<file path="src/rtl/conv_pkg.sv">
// Shared types and elaboration helpers for the convolution window reader.
// The optional zero-padded "same" convolution mode is enabled by defining
// CONV_WIN_ZERO_PAD_EN; without it only fully in-image windows are scanned.
package conv_pkg;

    // Scan controller states
    typedef enum logic [1:0] {
        IDLE  = 2'd0,
        RUN   = 2'd1,
        DRAIN = 2'd2,
        DONE  = 2'd3
    } conv_state_e;

    // Per-beat tags travelling with each pixel through the read pipeline.
    // The pixel data itself travels alongside, sized by the instantiating block.
    typedef struct packed {
        logic first;
        logic last;
        logic pad;
    } pix_tag_t;

    // Counter width that never collapses to zero bits
    function automatic int cnt_w(input int n);
        return (n <= 1) ? 1 : $clog2(n);
    endfunction

    // Window positions along one image axis
    function automatic int win_count(input int img, input int k);
`ifdef CONV_WIN_ZERO_PAD_EN
        return img;
`else
        return img - k + 1;
`endif
    endfunction

    // Offset from window origin to the centre tap (zero when not padding)
    function automatic int pad_off(input int k);
`ifdef CONV_WIN_ZERO_PAD_EN
        return (k - 1) / 2;
`else
        return 0;
`endif
    endfunction

    // Total windows per frame
    function automatic int num_windows(input int img_w, input int img_h, input int k);
        return win_count(img_w, k) * win_count(img_h, k);
    endfunction

endpackage

</file>
<file path="src/rtl/conv_skid_fifo.sv">
// Two-entry FIFO holding returned pixels plus their tags. Its depth matches
// the read credit so one in-flight read can always land.
module conv_skid_fifo
    import conv_pkg::*;
#(
    parameter int DATA_WIDTH = 8
) (
    input  logic                  clk,
    input  logic                  rst_n,
    input  logic                  push,
    input  logic [DATA_WIDTH-1:0] push_data,
    input  pix_tag_t              push_tag,
    input  logic                  pop,
    output logic [1:0]            count,
    output logic [DATA_WIDTH-1:0] head_data,
    output pix_tag_t              head_tag
);

    logic [DATA_WIDTH-1:0] data_r [0:1];
    pix_tag_t              tag_r  [0:1];
    logic                  wr_ptr_r;
    logic                  rd_ptr_r;
    logic [1:0]            count_r;
    logic                  push_ok_s;
    logic                  pop_ok_s;

    // Guard against overflow/underflow even if a caller misbehaves
    always_comb begin
        push_ok_s = push & (count_r != 2'd2);
        pop_ok_s  = pop  & (count_r != 2'd0);
    end

    // Storage, pointers and occupancy
    always_ff @(posedge clk or negedge rst_n) begin
        if (!rst_n) begin
            for (int i = 0; i < 2; i++) begin
                data_r[i] <= {DATA_WIDTH{1'b0}};
                tag_r[i]  <= 3'b000;
            end
            wr_ptr_r <= 1'b0;
            rd_ptr_r <= 1'b0;
            count_r  <= 2'd0;
        end else begin
            if (push_ok_s) begin
                data_r[wr_ptr_r] <= push_data;
                tag_r[wr_ptr_r]  <= push_tag;
                wr_ptr_r         <= ~wr_ptr_r;
            end
            if (pop_ok_s) begin
                rd_ptr_r <= ~rd_ptr_r;
            end
            case ({push_ok_s, pop_ok_s})
                2'b10:   count_r <= count_r + 2'd1;
                2'b01:   count_r <= count_r - 2'd1;
                default: count_r <= count_r;
            endcase
        end
    end

    assign count     = count_r;
    assign head_data = data_r[rd_ptr_r];
    assign head_tag  = tag_r[rd_ptr_r];

endmodule

</file>
<file path="src/rtl/conv_window_reader.sv">
// Walks every KxK window of a row-major image held in a 1-cycle-latency RAM
// and streams the taps out on valid/ready at one pixel per cycle.
// Define CONV_WIN_ZERO_PAD_EN for zero-padded "same" windows (pad taps skip
// the RAM but keep their slot in the stream with data 0).
module conv_window_reader
    import conv_pkg::*;
#(
    parameter int DATA_WIDTH = 8,
    parameter int ADDR_WIDTH = 6,
    parameter int IMG_W      = 8,
    parameter int IMG_H      = 8,
    parameter int K          = 3
) (
    input  logic                  clk,
    input  logic                  rst_n,
    input  logic                  start,
    output logic                  busy,
    output logic                  done,
    output logic                  ram_en,
    output logic                  ram_wr,
    output logic [ADDR_WIDTH-1:0] ram_address_rd,
    input  logic [DATA_WIDTH-1:0] ram_dout,
    output logic                  pix_valid,
    input  logic                  pix_ready,
    output logic [DATA_WIDTH-1:0] pix_data,
    output logic                  pix_first,
    output logic                  pix_last
);

    localparam int OX_N    = win_count(IMG_W, K);
    localparam int OY_N    = win_count(IMG_H, K);
    localparam int OXW     = cnt_w(OX_N);
    localparam int OYW     = cnt_w(OY_N);
    localparam int KW      = cnt_w(K);
    localparam int PAD_OFF = pad_off(K);

    conv_state_e           state_r;
    conv_state_e           state_next_s;
    logic [OXW-1:0]        ox_r;
    logic [OYW-1:0]        oy_r;
    logic [KW-1:0]         kx_r;
    logic [KW-1:0]         ky_r;
    logic                  infl_r;
    pix_tag_t              infl_tag_r;
    logic                  busy_r;
    logic                  done_r;

    logic [1:0]            fifo_count_s;
    logic [DATA_WIDTH-1:0] head_data_s;
    pix_tag_t              head_tag_s;
    logic                  fifo_valid_s;
    logic                  pop_s;
    logic [2:0]            occ_s;
    logic                  credit_ok_s;
    logic                  issue_s;
    logic                  last_slot_s;
    logic                  pad_s;
    int                    row_s;
    int                    col_s;
    logic [ADDR_WIDTH-1:0] addr_s;
    pix_tag_t              tap_tag_s;

    // Tap coordinate, pad detection, RAM address and tags for the current slot
    always_comb begin
        row_s = int'(oy_r) + int'(ky_r) - PAD_OFF;
        col_s = int'(ox_r) + int'(kx_r) - PAD_OFF;
`ifdef CONV_WIN_ZERO_PAD_EN
        pad_s = (row_s < 0) || (row_s >= IMG_H) || (col_s < 0) || (col_s >= IMG_W);
`else
        pad_s = 1'b0;
`endif
        addr_s          = ADDR_WIDTH'(row_s * IMG_W + col_s);
        tap_tag_s.first = (ky_r == {KW{1'b0}}) && (kx_r == {KW{1'b0}});
        tap_tag_s.last  = (ky_r == KW'(K - 1)) && (kx_r == KW'(K - 1));
        tap_tag_s.pad   = pad_s;
    end

    // Credit: FIFO entries plus the in-flight slot, net of this cycle's pop
    always_comb begin
        fifo_valid_s = (fifo_count_s != 2'd0);
        pop_s        = fifo_valid_s & pix_ready;
        occ_s        = 3'(fifo_count_s) + 3'(infl_r) - 3'(pop_s);
        credit_ok_s  = (occ_s < 3'd2);
        last_slot_s  = (oy_r == OYW'(OY_N - 1)) && (ox_r == OXW'(OX_N - 1)) &&
                       (ky_r == KW'(K - 1)) && (kx_r == KW'(K - 1));
    end

    // Next-state and slot-issue decode
    always_comb begin
        state_next_s = state_r;
        issue_s      = 1'b0;
        case (state_r)
            IDLE: begin
                if (start) begin
                    state_next_s = RUN;
                end else begin
                    state_next_s = IDLE;
                end
            end
            RUN: begin
                if (credit_ok_s) begin
                    issue_s = 1'b1;
                    if (last_slot_s) begin
                        state_next_s = DRAIN;
                    end else begin
                        state_next_s = RUN;
                    end
                end else begin
                    state_next_s = RUN;
                end
            end
            DRAIN: begin
                // Leave as the last beat is accepted so done follows it directly
                if (!infl_r && ((fifo_count_s == 2'd0) || ((fifo_count_s == 2'd1) && pop_s))) begin
                    state_next_s = DONE;
                end else begin
                    state_next_s = DRAIN;
                end
            end
            DONE: begin
                state_next_s = IDLE;
            end
            default: begin
                state_next_s = IDLE;
            end
        endcase
    end

    // State register
    always_ff @(posedge clk or negedge rst_n) begin
        if (!rst_n) begin
            state_r <= IDLE;
        end else begin
            state_r <= state_next_s;
        end
    end

    // Registered status flags derived from the upcoming state
    always_ff @(posedge clk or negedge rst_n) begin
        if (!rst_n) begin
            busy_r <= 1'b0;
            done_r <= 1'b0;
        end else begin
            busy_r <= (state_next_s == RUN) || (state_next_s == DRAIN);
            done_r <= (state_next_s == DONE);
        end
    end

    // Scan counters: kx innermost, then ky, ox, oy
    always_ff @(posedge clk or negedge rst_n) begin
        if (!rst_n) begin
            ox_r <= {OXW{1'b0}};
            oy_r <= {OYW{1'b0}};
            kx_r <= {KW{1'b0}};
            ky_r <= {KW{1'b0}};
        end else if ((state_r == IDLE) && start) begin
            ox_r <= {OXW{1'b0}};
            oy_r <= {OYW{1'b0}};
            kx_r <= {KW{1'b0}};
            ky_r <= {KW{1'b0}};
        end else if (issue_s) begin
            if (kx_r == KW'(K - 1)) begin
                kx_r <= {KW{1'b0}};
                if (ky_r == KW'(K - 1)) begin
                    ky_r <= {KW{1'b0}};
                    if (ox_r == OXW'(OX_N - 1)) begin
                        ox_r <= {OXW{1'b0}};
                        if (oy_r == OYW'(OY_N - 1)) begin
                            oy_r <= {OYW{1'b0}};
                        end else begin
                            oy_r <= oy_r + OYW'(1);
                        end
                    end else begin
                        ox_r <= ox_r + OXW'(1);
                    end
                end else begin
                    ky_r <= ky_r + KW'(1);
                end
            end else begin
                kx_r <= kx_r + KW'(1);
            end
        end
    end

    // In-flight slot: its RAM data (or pad marker) lands next cycle
    always_ff @(posedge clk or negedge rst_n) begin
        if (!rst_n) begin
            infl_r     <= 1'b0;
            infl_tag_r <= 3'b000;
        end else begin
            infl_r     <= issue_s;
            infl_tag_r <= tap_tag_s;
        end
    end

    conv_skid_fifo #(
        .DATA_WIDTH (DATA_WIDTH)
    ) u_fifo (
        .clk       (clk),
        .rst_n     (rst_n),
        .push      (infl_r),
        .push_data (ram_dout),
        .push_tag  (infl_tag_r),
        .pop       (pop_s),
        .count     (fifo_count_s),
        .head_data (head_data_s),
        .head_tag  (head_tag_s)
    );

    // Pad taps read nothing; the address is held at 0 whenever no read issues
    assign ram_en         = issue_s & ~pad_s;
    assign ram_wr         = 1'b0;
    assign ram_address_rd = ram_en ? addr_s : {ADDR_WIDTH{1'b0}};

    assign busy      = busy_r;
    assign done      = done_r;
    assign pix_valid = fifo_valid_s;
    assign pix_data  = (fifo_valid_s && !head_tag_s.pad) ? head_data_s : {DATA_WIDTH{1'b0}};
    assign pix_first = fifo_valid_s & head_tag_s.first;
    assign pix_last  = fifo_valid_s & head_tag_s.last;

endmodule

</file>
<file path="config.mk">
export PLATFORM = sky130hd
export DESIGN_NAME = conv_window_reader
export DESIGN_NICKNAME = d
export VERILOG_FILES = /design/src/rtl/conv_pkg.sv /design/src/rtl/conv_skid_fifo.sv /design/src/rtl/conv_window_reader.sv
export SDC_FILE = /design/constraint.sdc
export NUM_CORES = 1
export LEC_CHECK = 0
export CORE_ASPECT_RATIO = 0.75
export CORE_MARGIN = 2
export CORE_UTILIZATION = 40
export CTS_CLUSTER_SIZE = 12
export DETAILED_ROUTE_END_ITERATION = 16
export GPL_ROUTABILITY_DRIVEN = 0
export REMOVE_ABC_BUFFERS = 1
export SLEW_MARGIN = 20
export SYNTH_ARGS = -nofsm -noshare
export SYNTH_HDL_FRONTEND = slang
export SYNTH_SLANG_ARGS = --single-unit
</file>
<file path="constraint.sdc">
create_clock -name clk -period 3.7 [get_ports clk]
set_clock_uncertainty 0.05 [all_clocks]
set_input_delay 0.74 -clock clk [delete_from_list [all_inputs] [get_ports clk]]
set_output_delay 0.74 -clock clk [all_outputs]
set_load 0.02 [all_outputs]
</file>
# [Word level (Yosys, flattened, before mapping)]
# Index checks and enable logic that the tools add are counted.
[op_classes] n_addsub=11 magnitude_cmp=4 eq_ne=14 n_mux=40 n_bitwise=9 reduce_logical=27
[op_table] operator="$mux W3" count=15
[op_table] operator="$mux W8" count=5
[op_table] operator="$mux W2" count=9
[op_table] operator="$bwmux W16" count=1
[op_table] operator="$eq A2 B2 Y1 const B" count=7
[op_table] operator="$reduce_bool A2 Y1" count=6
[op_table] operator="$logic_and A1 B1 Y1" count=10
[op_table] operator="$demux W8 S1" count=1
[op_table] operator="$eq A2 B1 Y1 const B" count=4
[op_table] operator="$logic_not A2 Y1" count=4
[op_table] operator="$pmux W2 S4" count=1
[op_table] operator="$add A2 B1 Y2 const B" count=3
[op_table] operator="$add A3 B1 Y3 const B" count=2
[op_table] operator="$add A6 B4 Y6" count=1
[op_table] operator="$bwmux W6" count=1
[op_table] operator="$eq A3 B3 Y1 const B" count=2
[op_table] operator="$mux W6" count=1
[op_table] operator="$and A1 B1 Y1" count=5
[op_table] operator="$add A3 B2 Y4" count=1
[op_table] operator="$ge A2 B2 Y1 const B" count=2
[op_table] operator="$mux W1" count=4
[op_table] operator="$not A1 Y2" count=2
[op_table] operator="$pmux W2 S2" count=1
[op_table] operator="$reduce_and A4 Y1" count=1
[op_table] operator="13 further kinds" count=16
[word_totals] register_bits=43 in_bits=12 out_inout_bits=21 word_cells=126

# [Longest topological paths before layout]
# Gate-level depths: netlist (run 1).
[logic_depth] ltp_word=9 mapped_depth=12 mapped_depth_nobuf=11

# [By module]
# From an unflattened synthesis (run 1), not the netlist that was laid out.
[hier_totals] hier_cells=193 hier_area_um2=2422.3
[modules_own_cells] module="conv_skid_fifo" instances=1 cells_each=74 area_each_um2=1251.2 seq_area_each_um2=650.6
[modules_own_cells] module="conv_window_reader" instances=1 cells_each=119 area_each_um2=1171.1 seq_area_each_um2=425.4

# [Worst setup path before layout (run 1)]
# Ideal clock, no wire load.
[synth_timing] path_kind="input to output" from="input pix_ready" to="output ram_address_rd[0]" arrival_ns=2.845 required_ns=2.910 path_slack_ns=0.065 cell_stages=9 n_path_buf=1 path_cell_list="nor2b_1 -> ha_1 -> nand2b_1 -> fa_1 -> nand3b_1 -> or2_1 -> buf_2 -> inv_1 -> and2_1"
[synth_via] elab_chain_len=6
[synth_rtl] element="start: declaration" line="conv_window_reader.sv:24" text="input logic pix_ready,"
[synth_rtl] element="$and A1 B1 Y1" line="conv_window_reader.sv:81" text="pop_s = fifo_valid_s & pix_ready;"
[synth_rtl] element="$sub A3 B1 Y3" line="conv_window_reader.sv:82" text="occ_s = 3'(fifo_count_s) + 3'(infl_r) - 3'(pop_s);"
[synth_rtl] element="$lt A3 B2 Y1" line="conv_window_reader.sv:83" text="credit_ok_s = (occ_s < 3'd2);"
[synth_rtl] element="$mux W1" line="conv_window_reader.sv:101" text="if (credit_ok_s) begin"
[synth_rtl] element="$mux W1" line="conv_window_reader.sv:92" text="case (state_r)"
[synth_rtl] element="named net ram_en" line="conv_window_reader.sv:19" text="output logic ram_en,"
[synth_rtl] element="$mux W6" line="conv_window_reader.sv:213" text="assign ram_address_rd = ram_en ? addr_s : {ADDR_WIDTH{1'b0}};"
[synth_rtl] element="end: declaration" line="conv_window_reader.sv:21" text="output logic [ADDR_WIDTH-1:0] ram_address_rd,"
# The timed path passes the listed nets, and every way through them passes these cells.

# [Worst setup path after layout (run 1)]
[layout_timing] from="input pix_ready" to="output ram_address_rd[3]"
[layout_via] elab_chain_len=6
[layout_rtl] element="$and A1 B1 Y1" line="conv_window_reader.sv:81"
[layout_rtl] element="$sub A3 B1 Y3" line="conv_window_reader.sv:82"
[layout_rtl] element="$lt A3 B2 Y1" line="conv_window_reader.sv:83"
[layout_rtl] element="$mux W1" line="conv_window_reader.sv:101"
[layout_rtl] element="$mux W1" line="conv_window_reader.sv:92"
[layout_rtl] element="$mux W6" line="conv_window_reader.sv:213"
# Every way passes these cells.

==> impl_metrics.json, run 1 <==
{
  "run_status": "completed",
  "grt_pass1_wl_microns": 7220,
  "num-fill-cells": 445,
  "drv_slew": 0,
  "setup_viol": 0,
  "fin_hold_ws_ns": 0.452,
  "cp_cell_sequence": "dlygate4sd2_1 > nor2b_4 > ha_1 > nand2b_4 > fa_1 > nand3b_1 > or2_4 > buf_4 > nor2_1 > buf_4",
  "cpLargestDelayFamily": "adder cells",
  "cts_htree_levels": 2,
  "critPathMaxStageDelay_ns": 0.51,
  "hold_path_class": "reg2reg",
  "die_w_microns": 88.3,
  "die_h_microns": 67.2,
  "min_delay_path_depth": 1,
  "clk_pin_slew_ns": 0.07,
  "ff2ff_setup_slack_ns": 0.65,
  "insertedDiodeCount": 0,
  "tightestPinTransition_ns": 0.906,
  "layout_common_cells": "dfrtp_1 (41), clkdlybuf4s50_1 (22), mux2_2 (20), nor2_1 (16), buf_4 (16)",
  "max_freq_mhz": 277,
  "place_area_sq_um": 2590,
  "cts_tree": "built",
  "drt_iter0_drc": 50,
  "ant_nets": 0,
  "finalSetupTns_ns": 0,
  "core_sq_um": 5010,
  "arrival_ns": 2.83,
  "critPathRequiredTime_ns": 2.91,
  "fin_ws_ns": 0.0840,
  "hold_path_end": "u_fifo.tag_r[2]",
  "avgRoutedWirePerCell_microns": 14.4,
  "syn-cell-area_sq_um": 2130,
  "grt_antenna_before_repair": 0,
  "total_power_mw": 2.40,
  "fin_util_pct": 53.7,
  "rsz0062_at_grt": "false",
  "synth_edf_count": 0,
  "synth_seq_cells": 41,
  "synth-async-reset-ratio_pct": 100,
  "synth_area_per_cell_sq_um": 11.6,
  "synth_cells": 184,
  "remaining_drc_errors": 0,
  "clock_latency_ns": 0.29,
  "drt-pass1-iter-count": 4,
  "grt-ovfl-total": 0,
  "dp_cells": 293,
  "grt_max_degree": 42,
  "syn_to_final_growth_pct": 26.2,
  "p_leak_nw": 1.22,
  "initial_utilization_pct": 42.6,
  "crit_type": "in2out",
  "synth.distinct_cells": 39,
  "yosys_most_used_dff": "dfrtp_1",
  "max_slew_margin_pct": 39.6,
  "final_common_cell": "dfrtp_1",
  "synth_seq_area_share_pct": 48.1,
  "path_max_fanout": 4,
  "avgViaCountPerCell": 5.01,
  "drive_gt1_share_pct": 25.3,
  "regArea_sq_um": 1030,
  "endpoint_kind": "output port",
  "dp_slack_ns": -0.698,
  "cts.path.max_buffers": 2,
  "rr_startpoint": "u_fifo.count[0]",
  "cts-root-buf": "clkbuf_8",
  "io_buffers": 31,
  "grt_pass1_vias": 1493,
  "multi_input_area_sq_um": 1080,
  "r2r_cells": 12,
  "post-route-period-util_pct": 97.7,
  "yosysWarnings": 0,
  "dp_hpwl_microns": 3090,
  "ir_worst_vdd_mv": 0.405,
  "r2r-end": "busy",
  "grt.total_usage_pct": 16.1,
  "critPathBufInv": 3,
  "finalHoldViolations": 0,
  "routed_wl_microns": 4320,
  "cts_num_sinks": 41,
  "power_density_nw_per_um2": 892,
  "slowest_stage": "fa_1",
  "num_rows": 22,
  "path_common_cell": "buf_4",
  "cts_buffers": 5,
  "route.vias.total": 1509,
  "min_from": "infl_tag_r[2]",
  "instances_no_fill": 301,
  "die_area_sq_um": 5940,
  "nets": 253,
  "start_kind": "input port",
  "stdcell_area_sq_um": 2690,
  "ioPinCount": 33,
  "period_needed_ns": 3.62,
  "max_cap_viol_count": 0
}
worst max-delay path by stage:
stage                     slack [ns]                end  depth (start not counted)            start
after global routing           0.001  ram_address_rd[3]                         10        pix_ready
final                           0.08  ram_address_rd[3]                         10        pix_ready
after detailed placement       -0.70  ram_address_rd[2]                         10        pix_ready
after CTS                       0.09  ram_address_rd[2]                         10        pix_ready
after floorplan                 0.04  ram_address_rd[0]                         10  u_fifo.count[1]
after global placement         -0.62  ram_address_rd[2]                         10        pix_ready
routing by layer:
metal | wire length, microns | GRT usage (%) | vias up
li1 | - | - | 727
met1 | 2080 | 22.2 | 750
met2 | 2010 | 25.3 | 25
met3 | 167 | 3.30 | 7
met4 | 70 | 5.68 | 0
met5 | 0 | 0 | -
cells in the mapped netlist (2+ instances only):
library cell	count	share of area (%)
nor4_1	3	0.88
nand2_1	10	1.8
o21a_1	2	0.70
or3_1	2	0.59
clkbuf_1	3	0.53
inv_1	5	0.88
xor2_1	4	1.6
mux2i_1	10	4.7
nand2b_1	3	0.88
a21oi_1	6	1.4
mux2_2	20	11
fa_1	3	2.8
nand3b_1	4	1.4
dfrtp_1	41	48
xnor2_1	7	2.9
and2_1	3	0.88
ha_1	9	5.3
nand3_1	2	0.47
nor2_1	17	3.0
o311ai_0	2	0.82
buf_2	3	0.70
nor2b_1	3	0.88
o21ai_0	6	1.4
power breakdown:
part | switching [mW] | leakage (nW) | internal, mW
Combinational | 0.626 | 0.666 | 0.719
Clock | 0.144 | 0.0443 | 0.148
Sequential | 0.145 | 0.510 | 0.618
cell families after synthesis:
kind of cell / synth area share [%]
AO/OA/AOI/OAI: 5.11
XOR/XNOR: 4.52
adder cells (fa/ha/maj): 8.10
buffers and inverters: 2.46
flip-flops: 48.1
multiplexers: 15.3
other: 0.176
AND/OR/NAND/NOR: 16.3
flip-flops by register name (all words and copies together), names as in the netlist:
name             flops
busy                 1
done                 1
infl_r               1
infl_tag_r           2
kx_r                 2
ky_r                 2
ox_r                 3
oy_r                 3
state_r              2
u_fifo.count         2
u_fifo.data_r       16
u_fifo.rd_ptr_r      1
u_fifo.tag_r         4
u_fifo.wr_ptr_r      1
area by class of cell:
cell class | count | share of cell area (%)
Multi-Input combinational cell | 131 | 40.1
Sequential cell | 41 | 38.1
Timing Repair Buffer | 45 | 14.6
Tap cell | 72 | 3.35
Clock buffer | 7 | 3.21
Inverter | 5 | 0.697
repair_timing:
action,in CTS,in global routing
cloned,0,0
resized for setup,34,5
hold buffers,0,0
pin swaps,1,1
setup buffers,0,1
setup endpoints to repair,7,7
Note: power is estimated with default switching activity, not from simulation.
==> run 2, diff against run 1 <==
--- a/config.mk
+++ b/config.mk
@@ -10,6 +10,7 @@
 export CORE_UTILIZATION = 40
 export CTS_CLUSTER_SIZE = 12
 export DETAILED_ROUTE_END_ITERATION = 16
+export DONT_BUFFER_PORTS = 1
 export GPL_ROUTABILITY_DRIVEN = 0
 export REMOVE_ABC_BUFFERS = 1
 export SLEW_MARGIN = 20
==> run 2 against run 1 <==
Against the previous run:
- global-route usage is 0.11 points lower
- clock power grew 27%
- setup slack got worse by 0.0049 ns
- register-to-register slack got worse by 0.13 ns
- largest power group unchanged
- non-clock buffer count decreased by 32
- sequential share of layout area is 3.9 points higher
- combinational power shrank 21%
- power fell by 7.3%
- wire length down 0.32%
==> impl_metrics.json, run 2 (synthesized netlist as in run 1, its figures left out) <==
{
  "grt_max_degree": 42,
  "die_h_microns": 67.2,
  "endpoint_kind": "output port",
  "fin_ws_ns": 0.0791,
  "avgRoutedWirePerCell_microns": 16.0,
  "nets": 221,
  "slowest_stage": "fa_1",
  "ioPinCount": 33,
  "power_density_nw_per_um2": 910,
  "die_area_sq_um": 5940,
  "cts_tree": "built",
  "core_sq_um": 5010,
  "cts_htree_levels": 2,
  "cts.path.max_buffers": 2,
  "holdBufCountCts": 0,
  "cts-root-buf": "clkbuf_8",
  "final_common_cell": "dfrtp_1",
  "max_slew_margin_pct": 54.1,
  "p_leak_nw": 1.10,
  "path_max_fanout": 6,
  "initial_utilization_pct": 42.6,
  "clk_pin_slew_ns": 0.07,
  "critPathRequiredTime_ns": 2.91,
  "largest_reg_flops": 16,
  "grt-ovfl-total": 0,
  "ff2ff_setup_slack_ns": 0.52,
  "critPathMaxStageDelay_ns": 0.54,
  "routed_wl_microns": 4310,
  "r2r-end": "oy_r[1]",
  "remaining_drc_errors": 0,
  "insertedDiodeCount": 0,
  "fin_util_pct": 48.8,
  "cts_buffers": 5,
  "syn_to_final_growth_pct": 14.7,
  "dp_slack_ns": 0.207,
  "max_cap_viol_count": 0,
  "rr_startpoint": "u_fifo.count[0]",
  "crit_start": "u_fifo.count[0]",
  "ant_nets": 0,
  "start_kind": "flop",
  "dp_hpwl_microns": 3180,
  "period_needed_ns": 3.62,
  "grt_pass1_vias": 1461,
  "drt-pass1-iter-count": 4,
  "grt_antenna_before_repair": 0,
  "drv_slew": 0,
  "run_status": "completed",
  "clock_latency_ns": 0.29,
  "tightestPinTransition_ns": 0.678,
  "drt_iter0_drc": 95,
  "top_register": "u_fifo.data_r",
  "avgViaCountPerCell": 5.34,
  "path_common_cell": "ha_1",
  "r2r_cells": 11,
  "post-route-period-util_pct": 97.9,
  "num_rows": 22,
  "grt_pass1_wl_microns": 7070,
  "crit_type": "reg2out",
  "cp_cell_sequence": "inv_2 > ha_1 > nor2b_2 > ha_1 > nand2b_4 > fa_1 > nand3b_1 > or2_4 > nor2_2 > buf_4",
  "critPathBufInv": 2,
  "die_w_microns": 88.3,
  "drive_gt1_share_pct": 28.8,
  "finalSetupTns_ns": 0,
  "arrival_ns": 2.83,
  "max_freq_mhz": 276,
  "io_buffers": 0,
  "cpLargestDelayFamily": "adder cells",
  "ir_worst_vdd_mv": 0.309,
  "top_regs": "u_fifo.data_r (16), u_fifo.tag_r (4)",
  "finalHoldViolations": 0,
  "grt.total_usage_pct": 16.0,
  "layout_common_cells": "dfrtp_1 (40), mux2_2 (20), nor2_1 (13), buf_4 (11)",
  "route.vias.total": 1442,
  "cts_num_sinks": 41,
  "setup_viol": 0,
  "hold_path_class": "in2async"
}
-- run 2: worst max-delay path by stage --
| stage | endpoint | slack (ns) | cells past startpoint |
|---|---|---|---|
| 6_report | ram_address_rd[4] | 0.08 | 10 |
| 5_1_grt | ram_address_rd[5] | -0.04 | 10 |
| 4_1_cts | ram_address_rd[0] | 0.009 | 10 |
| 3_5_place_dp | ram_address_rd[0] | 0.21 | 8 |
| 3_3_place_gp | ram_address_rd[0] | 0.30 | 8 |
| 2_1_floorplan | ram_address_rd[0] | 0.04 | 10 |
-- run 2: metrics by stage --
| stage | power (mW) | instance area [sq um] | std cells | hold WS [ns] |
|---|---|---|---|---|
| final | 2.23 | 2450 | 270 | 0.0881 |
| after global routing | 2.38 | 2450 | 270 | 0.0606 |
| after CTS | 2.13 | 2370 | 265 | 0.0776 |
| after detailed placement | 1.74 | 2250 | 257 | 0.396 |
| after global placement | 1.67 | 2250 | 257 | 0.396 |
| after floorplan | 1.48 | 2100 | 177 | 0.394 |
-- run 2: layout make-up --
class	instances	area, sq um
multi-input combinational	131	1090
clock buffer	7	86.3
tap	72	90.1
inverter	5	21.3
clock inverter	1	30.0
timing repair buffer	13	105
fill	463	2560
sequential	41	1030
-- run 2: report_power, final --
part	internal [mW]	switching [mW]
Clock	0.220	0.150
Sequential	0.620	0.166
Combinational	0.476	0.594
-- run 2: worst reg2reg max path: cells and delay by family (launching register included) --
family	cells	cell delay (ns)
AOI/OAI and AO/OA	1	0.14
adders and majority gates	3	1.01
buffers and inverters	2	0.25
and+or+nand+nor	5	1.26
DFF	1	0.39
-- run 2: per-layer routing --
layer  routed length [microns]  track usage (%)  up-vias  share of wire, %
met2                      2150             25.6       41                50
met5                         0                0        -                 0
met3                       249             5.87        6               5.8
met1                      1840             20.0      726                43
met4                        68             5.87        0               1.6
li1                          -                -      669                 -
-- run 2: what timing repair did --
item                                    4_1_cts  5_1_grt
setup buffers                                 0        5
hold endpoints to repair                      0        0
endpoints found under the setup margin        4        7
resized for setup                             4       14
pin swaps                                     0        3
